## config.mk

```make
export PLATFORM = sky130hd
export DESIGN_NAME = seq_divider
export DESIGN_NICKNAME = d
export VERILOG_FILES = /design/src/rtl/div_pkg.sv /design/src/rtl/div_step.sv /design/src/rtl/seq_divider.sv
export SDC_FILE = /design/constraint.sdc
export NUM_CORES = 1
export LEC_CHECK = 0
export CORE_MARGIN = 3
export CORE_UTILIZATION = 40
export CTS_CLUSTER_DIAMETER = 100
export CTS_CLUSTER_SIZE = 30
export DETAILED_ROUTE_END_ITERATION = 10
export GPL_TIMING_DRIVEN = 0
export PLACE_DENSITY = 0.62
export SETUP_SLACK_MARGIN = 0.1
export SYNTH_ARGS = -nofsm -noshare
export SYNTH_HDL_FRONTEND = slang
export SYNTH_SLANG_ARGS = --single-unit
export TNS_END_PERCENT = 5
```

## constraint.sdc

```tcl
create_clock -name clk -period 3.3 [get_ports clk]
set_clock_uncertainty 0.05 [all_clocks]
set_input_delay 0.495 -clock clk [delete_from_list [all_inputs] [get_ports clk]]
set_output_delay 0.495 -clock clk [all_outputs]
set_load 0.02 [all_outputs]
```

## src/rtl/div_pkg.sv

```systemverilog
// Shared types and defaults for the sequential non-restoring divider.
package div_pkg;

    localparam int DIV_WIDTH_DEF = 16;

    typedef enum logic [1:0] {
        IDLE = 2'd0,
        CALC = 2'd1,
        FIX  = 2'd2,
        DONE = 2'd3
    } div_state_t;

endpackage : div_pkg

```

## src/rtl/div_step.sv

```systemverilog
// One non-restoring iteration: shift the partial remainder left by one and
// add or subtract the divisor depending on the sign of the incoming remainder.
module div_step #(
    parameter int WIDTH = 16
) (
    input  logic [WIDTH:0]   i_rem,
    input  logic             i_bit_in,
    input  logic [WIDTH-1:0] i_dsr,
    output logic [WIDTH:0]   o_rem,
    output logic             o_q_bit
);

    logic [WIDTH:0] w_shift;
    logic [WIDTH:0] w_dsr_ext;

    // The shifted value may wrap in WIDTH+1 bits; the add/sub result still
    // lands in range because |remainder| < divisor after every step.
    assign w_shift   = {i_rem[WIDTH-1:0], i_bit_in};
    assign w_dsr_ext = {1'b0, i_dsr};
    assign o_rem     = i_rem[WIDTH] ? (w_shift + w_dsr_ext) : (w_shift - w_dsr_ext);
    assign o_q_bit   = ~o_rem[WIDTH];

endmodule : div_step

```

## src/rtl/seq_divider.sv

```systemverilog
// Sequential signed/unsigned divider: one non-restoring step per cycle,
// followed by a single remainder/sign correction cycle.
//
//   state | meaning
//   IDLE  | ready for operands
//   CALC  | WIDTH shift/add-sub iterations, down-counter tracks remaining steps
//   FIX   | remainder correction and sign fix-up of quotient/remainder
//   DONE  | result valid, held until out_ready
module seq_divider
    import div_pkg::*;
#(
    parameter int WIDTH     = DIV_WIDTH_DEF,
    parameter bit SIGNED_EN = 1'b1
) (
    input  logic             clk,
    input  logic             rst,
    input  logic             in_valid,
    output logic             in_ready,
    input  logic [WIDTH-1:0] dividend,
    input  logic [WIDTH-1:0] divisor,
    input  logic             signed_mode,
    output logic             out_valid,
    input  logic             out_ready,
    output logic [WIDTH-1:0] quotient,
    output logic [WIDTH-1:0] remainder,
    output logic             div_by_zero,
    output logic             overflow
);

    localparam int              CW      = $clog2(WIDTH + 1);
    localparam logic [WIDTH-1:0] MIN_VAL = {1'b1, {(WIDTH-1){1'b0}}};

    div_state_t       r_state;
    div_state_t       w_state_nxt;

    logic [CW-1:0]    r_cnt;
    logic [WIDTH:0]   r_rem;
    logic [WIDTH-1:0] r_quo;
    logic [WIDTH-1:0] r_dsr;
    logic             r_q_neg;
    logic             r_r_neg;
    logic [WIDTH-1:0] r_quotient;
    logic [WIDTH-1:0] r_remainder;
    logic             r_dbz;
    logic             r_ovf;

    logic             w_accept;
    logic             w_sgn;
    logic             w_dvd_neg;
    logic             w_dsr_neg;
    logic [WIDTH-1:0] w_dvd_mag;
    logic [WIDTH-1:0] w_dsr_mag;
    logic             w_div_zero;
    logic             w_ovf;
    logic [WIDTH:0]   w_step_rem;
    logic             w_step_q;
    logic [WIDTH-1:0] w_rem_mag;
    logic [WIDTH-1:0] w_quo_fix;
    logic [WIDTH-1:0] w_rem_fix;

    assign w_accept   = in_valid && (r_state == IDLE);
    assign w_sgn      = SIGNED_EN && signed_mode;
    assign w_dvd_neg  = w_sgn && dividend[WIDTH-1];
    assign w_dsr_neg  = w_sgn && divisor[WIDTH-1];
    assign w_dvd_mag  = w_dvd_neg ? -dividend : dividend;
    assign w_dsr_mag  = w_dsr_neg ? -divisor : divisor;
    assign w_div_zero = (divisor == '0);
    assign w_ovf      = w_sgn && (dividend == MIN_VAL) && (divisor == '1);

    div_step #(
        .WIDTH (WIDTH)
    ) u_step (
        .i_rem    (r_rem),
        .i_bit_in (r_quo[WIDTH-1]),
        .i_dsr    (r_dsr),
        .o_rem    (w_step_rem),
        .o_q_bit  (w_step_q)
    );

    // A corrected remainder is non-negative and below the divisor, so the low
    // WIDTH bits of the sum carry the full magnitude.
    assign w_rem_mag = r_rem[WIDTH-1:0] + (r_rem[WIDTH] ? r_dsr : '0);
    assign w_quo_fix = r_q_neg ? -r_quo : r_quo;
    assign w_rem_fix = r_r_neg ? -w_rem_mag : w_rem_mag;

    always_ff @(posedge clk or posedge rst) begin
        if (rst) begin
            r_state <= IDLE;
        end else begin
            r_state <= w_state_nxt;
        end
    end

    always_comb begin
        w_state_nxt = r_state;
        case (r_state)
            IDLE: begin
                if (w_accept) begin
                    if (w_div_zero || w_ovf) begin
                        w_state_nxt = DONE;
                    end else begin
                        w_state_nxt = CALC;
                    end
                end
            end
            CALC: begin
                if (r_cnt == CW'(1)) begin
                    w_state_nxt = FIX;
                end
            end
            FIX: begin
                w_state_nxt = DONE;
            end
            DONE: begin
                if (out_ready) begin
                    w_state_nxt = IDLE;
                end
            end
            default: begin
                w_state_nxt = IDLE;
            end
        endcase
    end

    always_ff @(posedge clk or posedge rst) begin
        if (rst) begin
            r_cnt       <= '0;
            r_rem       <= '0;
            r_quo       <= '0;
            r_dsr       <= '0;
            r_q_neg     <= 1'b0;
            r_r_neg     <= 1'b0;
            r_quotient  <= '0;
            r_remainder <= '0;
            r_dbz       <= 1'b0;
            r_ovf       <= 1'b0;
        end else begin
            case (r_state)
                IDLE: begin
                    if (w_accept) begin
                        r_cnt   <= CW'(WIDTH);
                        r_rem   <= '0;
                        r_quo   <= w_dvd_mag;
                        r_dsr   <= w_dsr_mag;
                        r_q_neg <= w_dvd_neg ^ w_dsr_neg;
                        r_r_neg <= w_dvd_neg;
                        r_dbz   <= w_div_zero;
                        r_ovf   <= !w_div_zero && w_ovf;
                        if (w_div_zero) begin
                            r_quotient  <= '1;
                            r_remainder <= dividend;
                        end else if (w_ovf) begin
                            r_quotient  <= MIN_VAL;
                            r_remainder <= '0;
                        end
                    end
                end
                CALC: begin
                    r_rem <= w_step_rem;
                    r_quo <= {r_quo[WIDTH-2:0], w_step_q};
                    r_cnt <= r_cnt - CW'(1);
                end
                FIX: begin
                    r_quotient  <= w_quo_fix;
                    r_remainder <= w_rem_fix;
                end
                default: begin
                end
            endcase
        end
    end

    assign in_ready    = (r_state == IDLE);
    assign out_valid   = (r_state == DONE);
    assign quotient    = r_quotient;
    assign remainder   = r_remainder;
    assign div_by_zero = r_dbz;
    assign overflow    = r_ovf;

endmodule : seq_divider

```

==> impl_table.tex <==
\begin{tabular}{lr}
\hline
Metric & Value \\
\hline
\multicolumn{2}{l}{\textbf{Synth}} \\
Largest family of logic cells by synthesized area & compound AO/OA/AOI/OAI gates \\
Fraction of synthesized cell area taken by the top area cell type & 32.3\% \\
Most common cell in the netlist & nand2\_1 \\
Synth Area in Compound Gates & 23.7\% \\
Top FF cell, synth & dfrtp\_1 \\
Gate count of the mapped netlist & roughly 870 \\
Number of library cell types mapped by synthesis & 67 \\
Main area contributors after synthesis & dfrtp\_1, ha\_1, o21ai\_0, xnor2\_1, xor2\_1 \\
Synth top cells by count & nand2\_1, dfrtp\_1, o21ai\_0 \\
Share of flip-flops with an asynchronous set or reset after synthesis & 100\% \\
Simple-Gate Fraction of Synth Area & 19.9\% \\
Area leader, netlist & dfrtp\_1 \\
Mux contribution to synthesized area & 1.02\% \\
Netlist Area Pre-Place & approximately 7000 um2 \\
Number of synthesized flops with an enable pin & 0 \\
Proportion of synthesized chip area in sequential cells & between 30\% and 40\% \\
Syn avg cell area & 8.21 um2 \\
Adder and majority cell fraction of the synthesized area & 8.12\% \\
Warning count from the yosys run & 0 \\
Xor/xnor share of the synthesized area & 11.3\% \\
Synthesized net count & 950 \\
\#FFs+latches synth & a little over 90 \\
\multicolumn{2}{l}{\textbf{Timing}} \\
Fin. max-slew vios & 0 \\
Final-report hold violation count & 0 \\
Max-Slew Margin vs Limit & 59.1\% \\
Share of the cycle needed by the critical path after routing & 109\% \\
Setup TNS after final layout & -1.32 ns \\
Setup-violating endpoint count in the final report & 7 \\
Worst path setup slack after routing & -0.312 ns \\
Transition time at the pin with the least slew margin & 0.614 ns \\
Final critical-path required period & 3.61 ns \\
Unrepaired setup endpoints after global routing & yes \\
Highest achievable clock rate & 277 MHz \\
\multicolumn{2}{l}{\textbf{Detailed routing}} \\
Drt wl/cell & roughly 18 um \\
First-pass iteration count of the detailed router & 5 \\
Antenna-violating nets left & 0 \\
Overall via count from detail\_route & roughly 6.8k \\
Iteration-0 DRC Markers & between 400 and 500 \\
Avg Vias per Cell & about 5.6 \\
Routed Wire Length & around 21000 um \\
DRC errors left & 0 \\
\multicolumn{2}{l}{\textbf{Finish}} \\
Net count of the finished layout & between 1k and 1.5k \\
Count of fill cells added during filler insertion & 1638 \\
Share of post-route cells with drive strength above 1 & a little under an eighth \\
Synth-to-Final Area Change & 26.3\% \\
Storage cell area & 2310 um2 \\
Total inserted antenna cells & 0 \\
Final standard cell area without fillers & 9000 um2 \\
Total area of multi-input combinational cells & $\sim$4900 um2 \\
Utilization after layout & a little over 50\% \\
\multicolumn{2}{l}{\textbf{Placement}} \\
Detailed Place HPWL & between 15000 and 20000 um \\
Number of buffer cells added on primary ports & slightly above 70 \\
Weighted congestion at the end of routability-driven global placement & 0.943 \\
Placed cell areas & 8170 um2 \\
Worst setup slack before clock tree synthesis & -0.641 ns \\
\multicolumn{2}{l}{\textbf{Job}} \\
Max-Cap Viols & 0 \\
\multicolumn{2}{l}{\textbf{GRT}} \\
Global-route usage over all layers & 22.0\% \\
Final global-route overflow total & 0 \\
Via count of the first global-routing pass & 6491 \\
Pin count of the biggest net entering global routing & 68 \\
Initial antenna violation count & 0 \\
Global-route wire length before repair & roughly 35000 um \\
\multicolumn{2}{l}{\textbf{Floorplan}} \\
Overall die height & 139 um \\
Starting utilization of the core area & 41.0\% \\
Number of rows in the core area & 48 \\
Number of I/O pins & 73 \\
Placeable core region & 17400 um2 \\
Width of the chip & 139 um \\
Floorplan die area & about 19000 um2 \\
\multicolumn{2}{l}{\textbf{Critical path}} \\
End of the worst register-to-register path & remainder[14] \\
FF-to-FF path depth & 13 \\
Startpoint type of the worst setup path & register \\
Startpoint of the most critical setup path & r\_rem[16] \\
Largest driver fanout on the critical path & 5 \\
Crit end category & register \\
Worst reg2reg path startpoint & r\_rem[16] \\
Type of the worst setup path & register to register \\
Worst setup path endpoint & remainder[14] \\
Data required time at the worst endpoint & 3.48 ns \\
Register-to-register setup slack & -0.31 ns \\
Arrival time reported for the critical path endpoint & 3.79 ns \\
\multicolumn{2}{l}{\textbf{Clock network}} \\
Count of H-tree levels built during CTS & 3 \\
Buffer cell driving the clock tree root & clkbuf\_16 \\
CTS Buf Count & 9 \\
CTS tree & built \\
Clock Tree Buf Depth & 2 \\
Post-CTS clock slew at the launch and capture registers of the worst setup and hold paths & 0.08 ns \\
Clk sinks & 92 \\
Insertion delay to the later sink of the worst-skew pair & 0.36 ns \\
CTS hold repair buffers & 0 \\
\multicolumn{2}{l}{\textbf{Hold path}} \\
Worst Hold Class & primary input to asynchronous set/reset pin \\
\multicolumn{2}{l}{\textbf{Run status}} \\
Status & finished with violations \\
Violations in the final reports & negative setup slack \\
\multicolumn{2}{l}{\textbf{Pwr}} \\
Static Leak & 3.82 nW \\
Cell area power density & roughly 1200 nW/um2 \\
IR drop worst, VDD & 0.475 mV \\
\hline
\end{tabular}
==> stage by stage <==
stage,cells,power [mW],hold WS [ns]
floorplan,868,6.82,0.427
global placement,1165,8.48,0.411
detailed placement,1166,8.57,0.417
CTS,1204,10.1,0.420
global route,1207,11.5,0.436
finish,1207,10.5,0.408
==> layer usage <==
metal	global-route usage (%)	part of all wire [%]
met1	31.1	47
met2	34.6	46
met3	4.91	5.8
met4	5.15	1.2
met5	0	0
==> worst max-delay path: stages (launching register included) <==
cell	delay, ns
dfrtp_2	0.45
buf_8	0.14
and2_4	0.13
ha_4	0.15
fa_2	0.34
a21o_1	0.22
a221oi_4	0.34
xnor2_2	0.14
nor4_2	0.32
nand4_1	0.20
or4_4	0.57
o21ai_4	0.15
xor2_2	0.20
a211oi_2	0.09
==> what timing repair did <==
item / 4_1_cts / 5_1_grt
gates resized for setup: 46 / 36
setup buffers: 23 / 3
endpoints found under the setup margin: 41 / 42
pin swaps: 26 / 22
==> how the worst min path moves through the flow <==
| stage | startpoint | endpoint | slack (ns) | cells after the start |
|---|---|---|---|---|
| 2_1_floorplan | r_cnt[4] | r_cnt[4] | 0.43 | 2 |
| 3_3_place_gp | quotient[3] | quotient[3] | 0.41 | 1 |
| 3_5_place_dp | quotient[7] | quotient[7] | 0.42 | 1 |
| 4_1_cts | rst | r_cnt[1] | 0.42 | 2 |
| 5_1_grt | rst | r_cnt[2] | 0.44 | 2 |
| 6_report | rst | r_cnt[1] | 0.41 | 2 |
==> flip-flops by register name (all words and copies together) (netlist names), 2 cells and up <==
| signal | count |
|---|---|
| r_state | 2 |
| quotient | 16 |
| r_rem | 17 |
| r_cnt | 5 |
| r_dsr | 16 |
| remainder | 16 |
| r_quo | 16 |
==> area by class of cell <==
| class | instances | area share [%] |
|---|---|---|
| Multi-Input combinational cell | 707 | 54.5 |
| Sequential cell | 92 | 25.6 |
| Tap cell | 225 | 3.13 |
| Clock inverter | 5 | 0.473 |
| Buffer | 38 | 1.85 |
| Clock buffer | 11 | 2.70 |
| Timing Repair Buffer | 98 | 10.4 |
| Inverter | 31 | 1.32 |
==> power breakdown <==
part	internal [mW]	switching (mW)	leakage [nW]
sequential	1.64	0.585	1.17
clock	0.542	0.487	0.142
combinational	3.13	4.16	2.51
total	5.31	5.24	3.82
==> cell usage in the layout, fill, tap and decap left out, drive strengths merged, types with 19 or more instances in the layout <==
cell           count
a21o              21
and2              20
o21ai             86
buf               31
dfrtp             92
a21oi             64
nor2              76
xnor2             46
a211oi            19
nand2             99
inv               33
ha                43
xor2              45
clkdlybuf4s50     69
clkbuf            44
==> kinds of logic (layout without fill, tap and decap cells) <==
family,after synthesis,after routing
and+or+nand+nor,295,295
AOI/OAI and AO/OA,269,269
adders and majority gates,45,45
muxes,7,7
xor gates and xnor gates,91,91
buffers and inverters,69,183
DFF,92,92
(Power assumes the default switching activity.)
